### config.mk
export PLATFORM = sky130hd
export DESIGN_NAME = writeback_pipe
export DESIGN_NICKNAME = d
export VERILOG_FILES = /design/src/rtl/writeback_pipe.sv
export SDC_FILE = /design/constraint.sdc
export NUM_CORES = 1
export LEC_CHECK = 0
export ABC_CLOCK_PERIOD_IN_PS = 2000
export BUFFER_PORTS_ARGS = -buffer_cell sky130_fd_sc_hd__buf_2
export CORE_MARGIN = 3
export CORE_UTILIZATION = 43
export DETAILED_ROUTE_END_ITERATION = 8
export HOLD_SLACK_MARGIN = 0.03
export PLACE_DENSITY = 0.81
export SLEW_MARGIN = 30
export SYNTH_ARGS = -nofsm -noshare
export SYNTH_HDL_FRONTEND = slang
export SYNTH_SLANG_ARGS = --single-unit
### constraint.sdc
create_clock -name clk -period 2 [get_ports clk]
set_clock_uncertainty 0.1 [all_clocks]
set_input_delay 0.4 -clock clk [delete_from_list [all_inputs] [get_ports clk]]
set_output_delay 0.4 -clock clk [all_outputs]
set_load 0.1 [all_outputs]
### src/rtl/writeback_pipe.sv
// writeback_pipe
//
// Final writeback stage of the pipeline. Accepted instructions produce a
// one-cycle register-file write on the following cycle. Instructions that
// send a row index to the graphics unit push it into a small FIFO, which
// drains through a valid/ready handshake.
//
// Optional feature: define WB_FWD_EN to add fwd_valid/fwd_addr/fwd_data,
// a combinational copy of the register-file write port for decode bypass.
//
// Ports:
//   clk, rst          clock; synchronous active-low reset
//   in_valid/in_ready upstream handshake; in_ready is low only when the
//                     row queue is full
//   in_data           result or getRow data
//   in_pc_plus_8      link value, selected when in_is_jal = 1
//   in_we, in_rd      register write request and destination
//   in_send_row       push in_row_idx into the row queue on accept
//   in_row_idx        row index to push
//   rf_we/rf_waddr/rf_wdata  registered register-file write port
//   row_valid/row_ready/row_idx  row queue head handshake; row_idx is all
//                     ones while the queue is empty
//   row_q_count       number of entries held in the row queue
//   fwd_valid/fwd_addr/fwd_data  (WB_FWD_EN only) copy of rf write port
module writeback_pipe #(
  parameter int DATA_W     = 32,
  parameter int REG_W      = 5,
  parameter int IDX_W      = 5,
  parameter int ROWQ_DEPTH = 4
) (
  input  logic                          clk,
  input  logic                          rst,
  input  logic                          in_valid,
  output logic                          in_ready,
  input  logic [DATA_W-1:0]             in_data,
  input  logic [DATA_W-1:0]             in_pc_plus_8,
  input  logic                          in_is_jal,
  input  logic                          in_we,
  input  logic [REG_W-1:0]              in_rd,
  input  logic                          in_send_row,
  input  logic [IDX_W-1:0]              in_row_idx,
  output logic                          rf_we,
  output logic [REG_W-1:0]              rf_waddr,
  output logic [DATA_W-1:0]             rf_wdata,
  output logic                          row_valid,
  input  logic                          row_ready,
  output logic [IDX_W-1:0]              row_idx,
  output logic [$clog2(ROWQ_DEPTH):0]   row_q_count
`ifdef WB_FWD_EN
  ,
  output logic                          fwd_valid,
  output logic [REG_W-1:0]              fwd_addr,
  output logic [DATA_W-1:0]             fwd_data
`endif
);

  localparam int PTR_W = $clog2(ROWQ_DEPTH);
  localparam int CNT_W = PTR_W + 1;
  localparam logic [CNT_W-1:0] DEPTH_C = CNT_W'(ROWQ_DEPTH);

  logic              accept_p0;
  logic              push_p0;
  logic              pop_p0;
  logic              wr_en_p0;
  logic [DATA_W-1:0] wdata_p0;

  logic [PTR_W-1:0]  head_q;
  logic [PTR_W-1:0]  tail_q;
  logic [CNT_W-1:0]  count_q;
  logic [IDX_W-1:0]  mem [ROWQ_DEPTH];

  // ---- stage p0: accept decision and writeback value select ----
  assign in_ready  = (count_q < DEPTH_C);
  assign accept_p0 = in_valid & in_ready;
  assign wdata_p0  = in_is_jal ? in_pc_plus_8 : in_data;
  // Register 0 is hard-wired; a write to it is dropped entirely so the
  // write port keeps presenting the previous address/data.
  assign wr_en_p0  = accept_p0 & in_we & (in_rd != '0);
  assign push_p0   = accept_p0 & in_send_row;
  assign pop_p0    = row_valid & row_ready;

  // ---- stage p1: registered register-file write port ----
  always_ff @(posedge clk) begin
    if (!rst) begin
      rf_we    <= 1'b0;
      rf_waddr <= '0;
      rf_wdata <= '0;
    end else begin
      rf_we <= wr_en_p0;
      if (wr_en_p0) begin
        rf_waddr <= in_rd;
        rf_wdata <= wdata_p0;
      end
    end
  end

  // ---- row queue control ----
  // Depth is a power of two, so the pointers wrap by natural overflow.
  always_ff @(posedge clk) begin
    if (!rst) begin
      head_q  <= '0;
      tail_q  <= '0;
      count_q <= '0;
    end else begin
      if (push_p0) tail_q <= tail_q + 1'b1;
      if (pop_p0)  head_q <= head_q + 1'b1;
      case ({push_p0, pop_p0})
        2'b10:   count_q <= count_q + 1'b1;
        2'b01:   count_q <= count_q - 1'b1;
        default: count_q <= count_q;
      endcase
    end
  end

  // Storage carries no reset; validity is defined by count_q alone.
  always_ff @(posedge clk) begin
    if (rst && push_p0) mem[tail_q] <= in_row_idx;
  end

  assign row_q_count = count_q;
  assign row_valid   = (count_q != '0);
  assign row_idx     = row_valid ? mem[head_q] : '1;

`ifdef WB_FWD_EN
  assign fwd_valid = rf_we;
  assign fwd_addr  = rf_waddr;
  assign fwd_data  = rf_wdata;
`endif

endmodule

After elaboration in Yosys (flattened, before gate mapping)
Memories as Yosys holds them, arrays and structs flattened. A register that Yosys moved wholly into a read port is not among the register bits.
Cells that the tools add are included.
{"block": "totals", "reg_bits": 45, "ramBits": 20, "input_bits": 81, "wordCells": 30, "memories": 1}
{"name": "mem", "words": 4, "width": 5, "read_ports": 1, "rd_clocked_by_memory_dff": 1, "wr": 1, "line_no": "70", "source": "logic [IDX_W-1:0] mem [ROWQ_DEPTH];"}
{"block": "op_classes", "n_addsub": 4, "order_cmp": 1, "eq_ne": 2, "mux": 7, "bitwise_logic": 5, "reduce_logical": 4}
{"operator": "2-to-1 mux 32 bit", "n": 1}
{"operator": "one-hot mux 3 bit (2 select lines)", "n": 1}
{"operator": "AND 1 bit", "n": 5}
{"operator": "2-to-1 mux 5 bit", "n": 1}
{"operator": "nonzero test 5 bit", "n": 1}
{"operator": "adder 2 x 1 -> 2 bit (second input constant)", "n": 2}
{"operator": "2-to-1 mux 2 bit", "n": 2}
{"operator": "adder 3 x 1 -> 3 bit (second input constant)", "n": 1}
{"operator": "< comparator 3 bit (second input constant)", "n": 1}
{"operator": "nonzero test 3 bit", "n": 1}
{"operator": "subtractor 3 x 1 -> 3 bit (second input constant)", "n": 1}
{"operator": "== test 2 x 1 -> 1 bit (second input constant)", "n": 1}
{"operator": "== test 2 bit (second input constant)", "n": 1}
{"operator": "2-to-1 mux 1 bit", "n": 2}
{"operator": "nonzero test 2 bit", "n": 1}
{"operator": "logical AND 1 bit", "n": 1}

Longest topological paths before layout
Gate-level depths: netlist of the first run.
{"block": "depth", "word_depth": 6, "ltp_mapped": 9}

Worst setup path after synthesis of the first run
OpenSTA, ideal clock, no wires.
{"block": "synth_timing", "kind": "register to register", "startpoint": "register count_q[2], in the netlist row_q_count[2]", "endpoint": "register count_q[2], in the netlist row_q_count[2]", "setup_time_ns": 0.076, "arrival_ns": 2.655, "t_required_ns": 1.824, "slack_ns": -0.830, "path_stages_with_launch": 10, "n_path_buf": 1, "cell_sequence": "dfxtp_1 and3b_1 clkbuf_1 inv_1 ha_1 inv_1 fa_1 xor2_1 or3_1 a21boi_0"}
{"block": "synth_between", "elab_chain_cells": 5}
{"item": "from (decl)", "line_no": "69", "source": "logic [CNT_W-1:0] count_q;"}
{"item": "from (signal assigned)", "line_no": "108", "source": "2'b10: count_q <= count_q + 1'b1;"}
{"item": "from (signal assigned)", "line_no": "109", "source": "2'b01: count_q <= count_q - 1'b1;"}
{"item": "from (signal assigned)", "line_no": "110", "source": "default: count_q <= count_q;"}
{"item": "< comparator 3 bit", "line_no": "73", "source": "assign in_ready = (count_q < DEPTH_C);"}
{"item": "AND 1 bit", "line_no": "74", "source": "assign accept_p0 = in_valid & in_ready;"}
{"item": "AND 1 bit", "line_no": "79", "source": "assign push_p0 = accept_p0 & in_send_row;"}
{"item": "== test 2 x 1 -> 1 bit or == test 2 bit (tied branches)", "line_no": "107", "source": "case ({push_p0, pop_p0})"}
{"item": "one-hot mux 3 bit (2 select lines) or nonzero test 2 bit (tied branches)"}
Parallel ways exist; a longest one is shown, timed or not.
A chain may end at the register's enable or synchronous reset.

==> results of run 1 <==
state kept, by name (all words and copies together), names as in the netlist, named ones only:
name / flops
mem: 20
rf_we: 1
head_q: 2
rf_wdata: 32
tail_q: 2
rf_waddr: 5
row_q_count: 3
synth_stat cells, types with 2 or more instances:
cell and count:
inv_1 10, o221a_2 14, nand3_1 5, nand2_1 38, dfxtp_1 47, and2_1 8, or2_1 2, buf_6 3
buf_2 10, clkbuf_1 8, xnor2_1 4, o221a_1 18, ha_1 5, and3b_1 2, buf_4 3, mux4_2 5
edfxtp_1 20, or2_2 3, mux2i_1 33, o21ai_0 7, and3_1 4
report_power, final:
group | internal [W] | switching, W
registers | 0.00155 | 0.000113
logic | 0.000769 | 0.00171
clock network | 0.000581 | 0.000534
per-layer routing:
| metal | routed length, µm | up-vias | track usage [%] |
|---|---|---|---|
| li1 | - | 1194 | - |
| met1 | 2960 | 1112 | 21.3 |
| met2 | 3580 | 95 | 31.0 |
| met3 | 536 | 8 | 6.18 |
| met4 | 74 | 0 | 5.36 |
| met5 | 0 | - | 0 |
path summary, 6_finish.rpt:
path         slack, ns             end      startpoint  cells after the start
max              -0.21      row_idx[4]            flop                      4
min               0.19       mem[0][0]   in_row_idx[0]                      1
max reg2reg       0.08  row_q_count[2]  row_q_count[2]                      8
min reg2reg       0.36     rf_waddr[3]     rf_waddr[3]                      2
layout make-up:
class	count	area, µm²
sequential	67	1550
clock inverter	7	76.3
clock buffer	9	124
fill	558	2480
timing repair buffer	139	846
multi-input combinational	158	1360
tap	93	116
inverter	10	40.0
cell families after synthesis:
| kind of cell | count (synthesis) | synth area share, % |
|---|---|---|
| AOI/OAI and AO/OA | 43 | 14.2 |
| xor gates and xnor gates | 5 | 1.44 |
| DFF | 67 | 50.8 |
| adders and majority gates | 6 | 2.72 |
| muxes | 38 | 14.6 |
| buffers and inverters | 34 | 5.73 |
| and+or+nand+nor | 66 | 10.6 |
timing repair:
action | in CTS | in global routing
resized for setup | 27 | 1
cloned | 0 | 0
buffers inserted | 0 | 1
setup endpoints to repair | 7 | 7
hold endpoints to repair | 0 | 0
hold buffers | 0 | 0
pin swaps | 0 | 1
critical path, cell delays in order, from the launching register on:
cell	delay [ns]
dfxtp_2	0.34
buf_12	0.12
mux4_2	0.48
or2_4	0.27
buf_12	0.16
layout by cell type, fill, tap and decap left out, types with 3 or more instances in the layout:
cell type	n
buf_4	6
dfxtp_4	3
inv_1	8
mux2i_1	33
nand2_1	38
buf_12	9
edfxtp_1	20
clkbuf_8	9
or2_4	5
and3_1	4
buf_2	123
o221a_2	14
o221a_1	18
mux4_2	5
xnor2_1	4
nand3_1	5
ha_1	4
dfxtp_1	43
o21ai_0	7
and2_1	8
per-stage QoR:
step,util [%],TNS [ns],setup slack (ns)
final,62.4,-1.02,-0.208
after global routing,62.4,-1.33,-0.281
after CTS,62.2,-1.06,-0.221
after detailed placement,57.7,-0.0785,-0.0346
after global placement,57.7,-0.00229,-0.00229
after floorplan,-,-0.163,-0.148
==> summary.md, run 1 <==
| Metric | Value |
|---|---|
| Status | finished with violations |
| Failing checks | setup timing |
| Num CTS Buffers | 9 |
| Pwr dens | 1280 nW/µm² |
| # placed instances | 466 |
| All-Layer GR Usage | 18.0% |
| Routed wire per std cell | 14.8 µm |
| Worst setup SP type | flop |
| IO Port Bufs | 128 |
| Tcrit/Tclk final | 110% |
| Min-delay worst type | in2reg |
| Mapped Nets | 346 |
| Placed instance area | 3810 µm² |
| Top cells by area, synth | dfxtp_1 (31%), edfxtp_1 (20%), mux2i_1 (11%) |
| Slew Limit Fails | 0 |
| Area leader, netlist | dfxtp_1 |
| Global placement routability congestion | 0.718 |
| Nets@finish | 472 |
| DPL Wire Length | 5320 µm |
| Layout cells sized above 1 | 48.7% |
| Clk Tree Root Cell | clkbuf_8 |
| Die Y | 90.0 µm |
| Chip width | 90.0 µm |
| TritonCTS clock tree | built |
| Cells after Synth | 259 |
| CP arrival | 1.71 ns |
| Final Worst Setup Slack | -0.208 ns |
| Routed via count | 2409 |
| Final Hold Vio Count | 0 |
| Worst-Margin Slew | 0.507 ns |
| Fin cells | 483 |
| Synth async-reset ratio | 0% |
| Post-DRT Antenna Nets | 0 |
| RSZ-0062 raised after global routing | true |
| Die ar. | 8110 µm² |
| Seq/Total Area, Yosys | 50.8% |
| Count of different cell masters after synthesis | 31 |
| Register bit total from synthesis | 67 |
| Initial antenna violation count | 0 |
| P_leak | 1.87 nW |
| Clk sinks | 67 |
| DR iter-0 viols | 73 |
| Crit Path Class | reg2out |
| Final setup viols | 5 |
| GR Overflow Total | 0 |
| DRC | 0 |
| Rows | 29 |
| Worst vdd ir | 0.491 mV |
| Top-area cell type share of the netlist area | 31.0% |
| Vias in the first global route | 2453 |
| Worst Hold Slack | 0.186 ns |
| Max Clk Rate | 453 MHz |
| Finished Cell Area | 4120 µm² |
| Core ar. | 6600 µm² |
| CP endpoint kind | primary output |
| Antenna cell count | 0 |
| CP max FO | 5 |
| Data required, critical path | 1.50 ns |
| Total Wirelength | 7150 µm |
| Post-synth EDFFs | 20 |
| # IOs | 129 |
| Ys flop type | dfxtp_1 |
| Worst skew pair latency | 0.33 ns |
| First-pass GRT wire length | 11800 µm |
| CTS max path bufs | 2 |
| CTS H-tree depth | 3 |
| Layout area overhead | 35.6% |
| Clock transition at path regs | 0.08 ns |
| First-pass DRT Iterations | 4 |
| Post-synthesis area per instance | 11.7 µm² |
| Via density | 4.99 |
| Total of max-cap violations | 0 |
| Tmin final | 2.21 ns |
| Post-Syn Area | 3040 µm² |
| Yosys warnings | 0 |
| Starting Density | 46.0% |
| Total power | 0.00526 W |
| Slew margin rel. | 66.4% |
| Largest net degree at the start of global routing | 35 |
No activity file was read; power rests on OpenSTA's default activity.
==> inputs of run 2 (changes only) <==
--- a/config.mk
+++ b/config.mk
@@ -5,12 +5,13 @@
 export SDC_FILE = /design/constraint.sdc
 export NUM_CORES = 1
 export LEC_CHECK = 0
-export ABC_CLOCK_PERIOD_IN_PS = 2000
+export ABC_CLOCK_PERIOD_IN_PS = 2100
 export BUFFER_PORTS_ARGS = -buffer_cell sky130_fd_sc_hd__buf_2
 export CORE_MARGIN = 3
-export CORE_UTILIZATION = 43
+export CORE_UTILIZATION = 45
 export DETAILED_ROUTE_END_ITERATION = 8
 export HOLD_SLACK_MARGIN = 0.03
+export MAX_ROUTING_LAYER = met4
 export PLACE_DENSITY = 0.81
 export SLEW_MARGIN = 30
 export SYNTH_ARGS = -nofsm -noshare
==> constraint.sdc (replaced) <==
create_clock -name clk -period 2.1 [get_ports clk]
set_clock_uncertainty 0.1 [all_clocks]
set_input_delay 0.42 -clock clk [delete_from_list [all_inputs] [get_ports clk]]
set_output_delay 0.42 -clock clk [all_outputs]
set_load 0.1 [all_outputs]
==> run 2 against run 1 <==
- the flow still finishes with violations (setup timing)
- final area decreased by 0.82%
- count of clock-buffer cells in the layout did not move
- sequential power decreased by 6%
- global-route usage grew 1.1 points
- critical path depth did not move
- power shrank 4.1%
- highest routed layer unchanged
==> summary.md, run 2 (synthesis results as in run 1) <==
| Metric | Value |
|---|---|
| Pwr dens | 1230 nW/µm² |
| CTS H-tree depth | 3 |
| Leading cell type in the layout, fill and taps excluded | buf_2 |
| Worst setup SP type | flop |
| Total power | 0.00504 W |
| First-pass GRT wire length | 10900 µm |
| Hold buffer count at cts | 0 |
| Worst vdd ir | 0.466 mV |
| Worst skew pair latency | 0.33 ns |
| Tcrit/Tclk final | 106% |
| P_int | 0.00285 W |
| Data required, critical path | 1.58 ns |
| Slew margin rel. | 67.5% |
| Sw Share | 43.4% |
| CTS max path bufs | 2 |
| Worst Hold Slack | 0.202 ns |
| Largest registers | rf_wdata x32, mem x20, rf_waddr x5 |
| Total of max-cap violations | 0 |
| Placement Setup Slack | 0.0358 ns |
| Combinational Power Share | 46.3% |
| Net Switching | 0.00219 W |
| Layout cells sized above 1 | 47.4% |
| # IOs | 129 |
| Rows | 29 |
| Reg with most FFs | rf_wdata |
| Final setup viols | 5 |
| Die Y | 88.1 µm |
| Clock transition at path regs | 0.07 ns |
| Die ar. | 7770 µm² |
| GR Overflow Total | 0 |
| Clk pwr share | 22.5% |
| Setup TNS | -0.580 ns |
| CP endpoint kind | primary output |
| Slowest stage cell, crit path | mux4_2 |
| Final Hold Vio Count | 0 |
| Max Clk Rate | 449 MHz |
| Slew Limit Fails | 0 |
| Core ar. | 6460 µm² |
| Tmin final | 2.23 ns |
| Global placement routability congestion | 0.779 |
| RSZ-0062 raised after global routing | true |
| P_leak | 1.87 nW |
| CP max FO | 5 |
| Sequential Power Share | 31.2% |
| First-pass DRT Iterations | 4 |
| Clk sinks | 67 |
| Final Worst Setup Slack | -0.125 ns |
| Largest net degree at the start of global routing | 39 |
| Routed via count | 2410 |
| Worst-Margin Slew | 0.482 ns |
| Failing checks | setup timing |
| DR iter-0 viols | 83 |
| Crit-path cells | buf_12, mux4_2, or2_4, buf_12 |
| Most frequent cell on the critical path | buf_12 |
| IO Port Bufs | 128 |
| Max FFs per register | 32 |
| Antenna cell count | 0 |
| TritonCTS clock tree | built |
| Min-delay worst type | in2reg |
| Initial antenna violation count | 0 |
| Most frequent cells in the layout | buf_2 (123), dfxtp_1 (43), nand2_1 (38), mux2i_1 (33), edfxtp_1 (20) |
| DRC | 0 |
| Crit Path Class | reg2out |
| Post-DRT Antenna Nets | 0 |
| Total Wirelength | 6880 µm |
| Layout area overhead | 34.5% |
| Post-CTS setup buffers | 0 |
| Fin cells | 465 |
| # placed instances | 449 |
| DPL Wire Length | 5050 µm |
| Starting Density | 47.0% |
| Via density | 5.18 |
| Routed wire per std cell | 14.8 µm |
| Nets@finish | 470 |
| Max incr delay on CP | 0.50 ns |
| Vias in the first global route | 2377 |
| Num CTS Buffers | 9 |
| CP arrival | 1.71 ns |
| Status | finished with violations |
| Clk Tree Root Cell | clkbuf_8 |
| Chip width | 88.1 µm |
| All-Layer GR Usage | 19.2% |
run 2: cell count changes in the layout (fill, tap and decap cells not counted), sizes merged:
| cell | previous run | this run |
|---|---|---|
| clkinv | 3 | 4 |
| clkbuf | 10 | 9 |
| clkinvlp | 2 | 0 |
| buf | 138 | 137 |
| bufinv | 1 | 2 |
run 2: what timing repair did:
item	in CTS	in global routing
resized for setup	26	0
endpoints found under the setup margin	5	5
cloned	0	0
run 2: stage by stage:
stage	instance area (µm²)	utilization, %
finish	4090	63.3
global route	4090	63.3
CTS	4090	63.3
detailed placement	3780	58.5
global placement	3780	58.5
floorplan	3060	-
run 2: final timing paths:
kind                                      from             end  slack, ns  cells after the start
worst min-delay path             in_row_idx[1]       mem[1][1]       0.20                      1
worst min register to register     rf_waddr[0]     rf_waddr[0]       0.36                      2
worst max register to register  row_q_count[2]  row_q_count[2]       0.08                      8
worst max-delay path                      flop      row_idx[3]      -0.13                      4
run 2: final cells by class:
class                      instances  area (µm²)
multi-input combinational        158        1340
sequential                        67        1550
fill                             501        2370
tap                               77        96.3
inverter                          10        37.5
clock buffer                       9         124
timing repair buffer             137         846
clock inverter                     7        91.3
run 2: critical path, delay by kind of cell, from the launching register on:
kind          cells  cell delay (ns)
buf+inv           2             0.29
flops             1             0.34
mux               1             0.50
simple gates      1             0.26
run 2: power by group through the flow:
stage / Clock [W] / Sequential, W / Combinational, W
floorplan: 0 / 0.00228 / 0.00104
global placement: 0 / 0.00159 / 0.00209
detailed placement: 0 / 0.00160 / 0.00212
CTS: 0.00117 / 0.00157 / 0.00234
global route: 0.00123 / 0.00159 / 0.00244
finish: 0.00114 / 0.00157 / 0.00233
run 2: routing by layer:
| metal | track usage [%] | routed length (µm) | vias up | share of wire [%] |
|---|---|---|---|---|
| met2 | 32.1 | 3430 | 101 | 50 |
| met1 | 21.9 | 2840 | 1098 | 41 |
| met4 | 8.52 | 156 | 0 | 2.3 |
| li1 | - | - | 1199 | - |
| met3 | 4.33 | 460 | 12 | 6.7 |
| met5 | - | 0 | - | 0 |
